File: config.mk
export PLATFORM = sky130hd
export DESIGN_NAME = cache_mem_responder_flat
export DESIGN_NICKNAME = d
export VERILOG_FILES = /design/src/rtl/cache_mem_pkg.sv /design/src/rtl/cache_mem_responder_if.sv /design/src/rtl/mem_array.sv /design/src/rtl/cache_mem_responder.sv /design/src/flat_wrapper.sv
export SDC_FILE = /design/constraint.sdc
export NUM_CORES = 1
export LEC_CHECK = 0
export BUFFER_PORTS_ARGS = -buffer_cell sky130_fd_sc_hd__buf_2
export CORE_MARGIN = 4
export CORE_UTILIZATION = 41
export DETAILED_ROUTE_END_ITERATION = 16
export GPL_TIMING_DRIVEN = 1
export HOLD_SLACK_MARGIN = 0.1
export PLACE_DENSITY_LB_ADDON = 0.08
export SYNTH_ARGS = -nofsm -noshare
export SYNTH_HDL_FRONTEND = slang
export SYNTH_HIERARCHICAL = 1
export SYNTH_SLANG_ARGS = --single-unit
File: constraint.sdc
create_clock -name clk -period 4.4 [get_ports clk]
set_input_delay 0.88 -clock clk [delete_from_list [all_inputs] [get_ports clk]]
set_output_delay 0.88 -clock clk [all_outputs]
set_load 0.1 [all_outputs]
File: src/rtl/cache_mem_pkg.sv
// cache_mem_pkg: shared widths, FSM states and latency bounds for the memory responder
package cache_mem_pkg;
   localparam int ADR_W = 6;
   localparam int DATA_W = 8;
   localparam int LATENCY_MAX = 15;
   localparam int CNT_W = $clog2(LATENCY_MAX + 1);
   typedef enum logic [1:0] {IDLE = 2'd0, WRITE = 2'd1, READ = 2'd2, HOLD = 2'd3} state_t;
endpackage

File: src/rtl/cache_mem_responder_if.sv
// cache_mem_responder_if: cache-to-memory request/response bundle
interface cache_mem_responder_if;
   import cache_mem_pkg::*;
   logic              rd_en;
   logic [ADR_W-1:0]  rd_adr;
   logic              wr_en;
   logic [ADR_W-1:0]  wr_adr;
   logic [DATA_W-1:0] wr_data;
   logic [DATA_W-1:0] mem_data;
   logic              rd_valid;
   logic              wr_done;
   logic              busy;
   modport master (output rd_en, rd_adr, wr_en, wr_adr, wr_data,
                   input mem_data, rd_valid, wr_done, busy);
   modport slave (input rd_en, rd_adr, wr_en, wr_adr, wr_data,
                  output mem_data, rd_valid, wr_done, busy);
endinterface

File: src/rtl/mem_array.sv
// mem_array: 64 x 8 storage, synchronous write, asynchronous read, no reset
module mem_array import cache_mem_pkg::*; (
   input  logic              clk,
   input  logic              we,
   input  logic [ADR_W-1:0]  wadr,
   input  logic [DATA_W-1:0] wdata,
   input  logic [ADR_W-1:0]  radr,
   output logic [DATA_W-1:0] rdata
);
   logic [DATA_W-1:0] mem [2**ADR_W];
   always_ff @(posedge clk)
      if (we) mem[wadr] <= wdata;
   assign rdata = mem[radr];
endmodule

File: src/rtl/cache_mem_responder.sv
// cache_mem_responder: fixed-latency backing store serving cache fills and write-backs
module cache_mem_responder import cache_mem_pkg::*; #(
   parameter int LATENCY = 4
) (
   input  logic clk,
   input  logic reset,
   cache_mem_responder_if.slave bus
);
   localparam logic [CNT_W-1:0] LAT1 = CNT_W'(LATENCY - 1);
   state_t            state, state_d;
   logic [CNT_W-1:0]  cnt, cnt_d;
   logic              pend, pend_d;
   logic              lat_w, lat_r, we, rd_fire;
   logic [ADR_W-1:0]  wadr_q, radr_q;
   logic [DATA_W-1:0] wdata_q, rdata;
   mem_array u_mem (
      .clk(clk), .we(we), .wadr(wadr_q), .wdata(wdata_q), .radr(radr_q), .rdata(rdata)
   );
   // write-back wins on simultaneous requests so the victim leaves before the fill
   always_comb begin
      state_d = state;
      cnt_d = (cnt != '0) ? cnt - CNT_W'(1) : cnt;
      pend_d = pend;
      lat_w = 1'b0;
      lat_r = 1'b0;
      we = 1'b0;
      rd_fire = 1'b0;
      case (state)
         IDLE:
            if (bus.wr_en) begin
               state_d = WRITE;
               cnt_d = LAT1;
               lat_w = 1'b1;
               lat_r = 1'b1;
               pend_d = bus.rd_en;
            end else if (bus.rd_en) begin
               state_d = READ;
               cnt_d = LAT1;
               lat_r = 1'b1;
            end
         WRITE:
            if (cnt == '0) begin
               we = 1'b1;
               state_d = pend ? READ : HOLD;
               cnt_d = LAT1;
            end
         READ:
            if (cnt == '0) begin
               rd_fire = 1'b1;
               pend_d = 1'b0;
               state_d = HOLD;
            end
         default: state_d = IDLE;
      endcase
   end
   always_ff @(posedge clk or negedge reset)
      if (!reset) begin
         state <= IDLE;
         cnt <= '0;
         pend <= 1'b0;
         wadr_q <= '0;
         wdata_q <= '0;
         radr_q <= '0;
         bus.mem_data <= '0;
         bus.rd_valid <= 1'b0;
         bus.wr_done <= 1'b0;
      end else begin
         state <= state_d;
         cnt <= cnt_d;
         pend <= pend_d;
         if (lat_w) wadr_q <= bus.wr_adr;
         if (lat_w) wdata_q <= bus.wr_data;
         if (lat_r) radr_q <= bus.rd_adr;
         if (rd_fire) bus.mem_data <= rdata;
         bus.rd_valid <= rd_fire;
         bus.wr_done <= we;
      end
   assign bus.busy = (state != IDLE);
endmodule

File: src/flat_wrapper.sv
// flat-port wrapper written by rule: the top's interface ports become plain ports
module cache_mem_responder_flat import cache_mem_pkg::*;
#(
   parameter int LATENCY = 4
)
  (clk, reset, bus_rd_en, bus_rd_adr, bus_wr_en, bus_wr_adr, bus_wr_data, bus_mem_data, bus_rd_valid, bus_wr_done, bus_busy);
  cache_mem_responder_if bus_i ();
  input  logic clk;
  input  logic reset;
  input wire logic [$bits(bus_i.rd_en)-1:0] bus_rd_en;
  input wire logic [$bits(bus_i.rd_adr)-1:0] bus_rd_adr;
  input wire logic [$bits(bus_i.wr_en)-1:0] bus_wr_en;
  input wire logic [$bits(bus_i.wr_adr)-1:0] bus_wr_adr;
  input wire logic [$bits(bus_i.wr_data)-1:0] bus_wr_data;
  output wire logic [$bits(bus_i.mem_data)-1:0] bus_mem_data;
  output wire logic [$bits(bus_i.rd_valid)-1:0] bus_rd_valid;
  output wire logic [$bits(bus_i.wr_done)-1:0] bus_wr_done;
  output wire logic [$bits(bus_i.busy)-1:0] bus_busy;
  assign bus_i.rd_en = bus_rd_en;
  assign bus_i.rd_adr = bus_rd_adr;
  assign bus_i.wr_en = bus_wr_en;
  assign bus_i.wr_adr = bus_wr_adr;
  assign bus_i.wr_data = bus_wr_data;
  assign bus_mem_data = bus_i.mem_data;
  assign bus_rd_valid = bus_i.rd_valid;
  assign bus_wr_done = bus_i.wr_done;
  assign bus_busy = bus_i.busy;
  cache_mem_responder #(.LATENCY(LATENCY)) u_core (.clk(clk), .reset(reset), .bus(bus_i));
endmodule
==> results.tsv <==
stage	metric	value	unit
status	status	complete, no violations	
clock_tree	CTS clk-pin slew, worst paths	0.06	ns
sta	maximum achievable frequency	281	MHz
job	MaxCap Viol Count	0	
floorplanning	die area	56400	sq um
clock_tree	Setup Fix Bufs, Post-CTS	0	
route	vias per cell	5.62	
clock_tree	Hold Buf Count CTS	0	
worst_setup_path	Worst Path Arrival	3.78	ns
sta	final hold viol count	0	
placement	Placed Instances	1740	
min_path	min-delay worst type	input port to asynchronous set/reset pin	
synthesis	number of synthesized flops with an enable pin	512	
cells_and_area	layout cells sized above 1	0.282	
synthesis	Syn Std Cell Area	21600	sq um
cells_and_area	Layout Cells excl Fill	1842	
synthesis	Ys Warns	6	
route	met2 wire length	23600	um
sta	final slew viol count	0	
placement	GPL Wtd Cong	0.736	
power_and_ir_drop	Peak supply drop	0.000565	V
sta	Slew HR	0.281	
cells_and_area	Final #Nets	1149	
synthesis	Syn Area/Cell	20.7	sq um
sta	actual slew at the worst max-slew pin	1.07	ns
sta	Final Cycle Share	0.808	
synthesis	Async S/R FF share, synth	0.0674	
floorplanning	Placeable Area	51700	sq um
clock_tree	post_cts resized	0	
synthesis	prevailing post-synth register cell	edfxtp_1	
clock_tree	Max clock buf depth	3	
cells_and_area	antenna diode count	0	
worst_setup_path	critical path launch point type	flop	
floorplanning	chip width	237	um
synthesis	Synth Instances	1043	
floorplanning	Starting Density	0.417	
sta	Clock Skew	0.00879	ns
route	Met1 Wirelength	24000	um
grt	vias in the first global route	10600	
sta	Tmin final	3.55	ns
route	First-pass DRT Iterations	5	
placement	# port buffers	34	
worst_setup_path	crit path capture type	flop	
sta	RSZ-0062 raised after global routing	false	
synthesis	Yosys cell types	49	
route	max layer used	met4	
grt	largest net degree at the start of global routing	66	
placement	Post-DP HPWL	32300	um
route	DRC Markers	0	
sta	PnR worst setup slack	0.846	ns
grt	GR Overflow Total	0	
worst_setup_path	Worst Path Required	4.63	ns
grt	gr usage total	0.181	
route	Antenna Violating Nets Remaining	0	
route	final WL	50900	um
route	Vias	10400	
sta	TNS Setup	0	ns
cells_and_area	Area growth syn-to-layout	12.9	%
worst_setup_path	Worst Setup Path Type	flop to flop	
power_and_ir_drop	PwrDens	685	nW/um^2
floorplanning	standard-cell rows	83	
cells_and_area	design area	24400	sq um
clock_tree	Worst-Skew Late Latency	0.60	ns
placement	dpl cell area	22600	sq um
grt	initial antenna violation count	0	
clock_tree	CTS sink cnt	549	
sta	Final setup viols	0	
synthesis	Yosys reg bits	549	
clock_tree	root buffer cell	clkbuf_16	
power_and_ir_drop	Power Total	16700	uW
worst_setup_path	Critical Path Fanout Max	8	
route	metal3 WL	2500	um
cells_and_area	most frequent cells in the layout	edfxtp_1 (512), mux4_2 (126), nor2_1 (87), clkbuf_16 (59), mux2_2 (44)	
floorplanning	Die H	237	um
synthesis	post-synthesis sequential area ratio	0.755	
clock_tree	CTS tree	yes	
route	drt wl/cell	27.6	um
placement	Place WS	0.847	ns
cells_and_area	commonest non-fill, non-tap cell in the layout	edfxtp_1	
clock_tree	CTS H-Tree Depth	2	
power_and_ir_drop	Leakage	0.00776	uW
clock_tree	total CTS buffers	57	
synthesis	syn_nets	1073	
grt	first-pass GRT wire length	74700	um
route	DR iter-0 viols	817	
floorplanning	IO Pins	35	
registers in the layout (all words and copies together) (netlist names):
| signal | flops |
|---|---|
| u_core/bus.wr_done | 1 |
| u_core/state | 2 |
| u_core/wdata_q | 8 |
| u_core/wadr_q | 6 |
| u_core/radr_q | 6 |
| u_core/u_mem/mem | 512 |
| u_core/cnt | 4 |
| u_core/bus.rd_valid | 1 |
| u_core/bus.mem_data | 8 |
| u_core/pend | 1 |
metal layers:
metal  global-route usage  vias up
li1                     -     4449
met1                0.280     5570
met2                0.275      277
met3               0.0282       62
met4               0.0402        0
met5                    0        -
worst max-delay path, cell delays in order (launching register included):
cell and delay, ns:
dfrtp_1 0.40, inv_1 0.06, ha_1 0.18, nor3b_4 0.31, inv_2 0.13, nor2_1 0.47, nor2b_1 0.32, nand3_1 0.54
nor2_1 0.78
per-stage QoR:
step	hold WS [ns]	util
2_1_floorplan	0.474	-
5_1_grt	0.483	0.471
3_5_place_dp	0.497	0.438
4_1_cts	0.473	0.471
3_3_place_gp	0.494	0.438
6_report	0.435	0.471
where the power goes:
part	total, uW	leakage [uW]	switching, uW	internal (uW)
Clock	4480	0.000841	1870	2600
Sequential	7570	0.00504	934	6640
Combinational	4640	0.00187	2720	1910
worst paths after layout:
check	startpoint	depth (start not counted)	to	slack (ns)
max	u_core/cnt[0]	8	u_core/u_mem/mem[46][5]	0.85
min	reset	1	u_core/radr_q[3]	0.43
min reg2reg	u_core/bus.mem_data[0]	1	u_core/bus.mem_data[0]	0.52
max reg2reg	u_core/cnt[0]	8	u_core/u_mem/mem[46][5]	0.85
max in group asynchronous	reset	1	u_core/radr_q[0]	3.14
min in group clk	bus_wr_adr[2]	2	u_core/wadr_q[2]	0.51
logic make-up (layout without fill, tap and decap cells):
group                      after synthesis  count (layout)  synth area share
DFF                                    549             549             0.755
muxes                                  193             193             0.165
and+or+nand+nor                        168             168            0.0365
AOI/OAI and AO/OA                       65              65            0.0228
buffers and inverters                   61             180            0.0166
adders and majority gates                6               6           0.00348
xor gates and xnor gates                 1               1          0.000406
cell type report:
class	count	area [sq um]
clock inverters	16	98.8
fillers	4383	27300
flip-flops and latches	549	16300
clock buffers	86	1640
repair buffers	69	495
well taps	680	851
inverters	9	33.8
multi-input cells	433	4930
synthesized netlist by cell type (4+ instances only):
| cell | instances | share of area |
|---|---|---|
| edfxtp_1 | 512 | 0.71 |
| a221oi_1 | 6 | 0.0024 |
| nor2_1 | 87 | 0.015 |
| buf_1 | 4 | 0.00070 |
| mux2_2 | 44 | 0.023 |
| buf_2 | 11 | 0.0026 |
| dfrtp_1 | 37 | 0.043 |
| buf_6 | 4 | 0.0021 |
| a21oi_1 | 4 | 0.00093 |
| o22ai_1 | 9 | 0.0026 |
| nor3_1 | 9 | 0.0021 |
| buf_4 | 14 | 0.0049 |
| nand3_1 | 13 | 0.0030 |
| nand3b_1 | 4 | 0.0014 |
| inv_1 | 8 | 0.0014 |
| a211oi_1 | 4 | 0.0014 |
| o221ai_1 | 8 | 0.0032 |
| nand2b_1 | 9 | 0.0026 |
| ha_1 | 6 | 0.0035 |
| nand2_1 | 21 | 0.0037 |
| nor2b_1 | 16 | 0.0046 |
| o21ai_0 | 5 | 0.0012 |
| mux2i_1 | 23 | 0.011 |
| mux4_2 | 126 | 0.13 |
| clkbuf_1 | 17 | 0.0030 |
No activity file was read; power rests on OpenSTA's default activity.
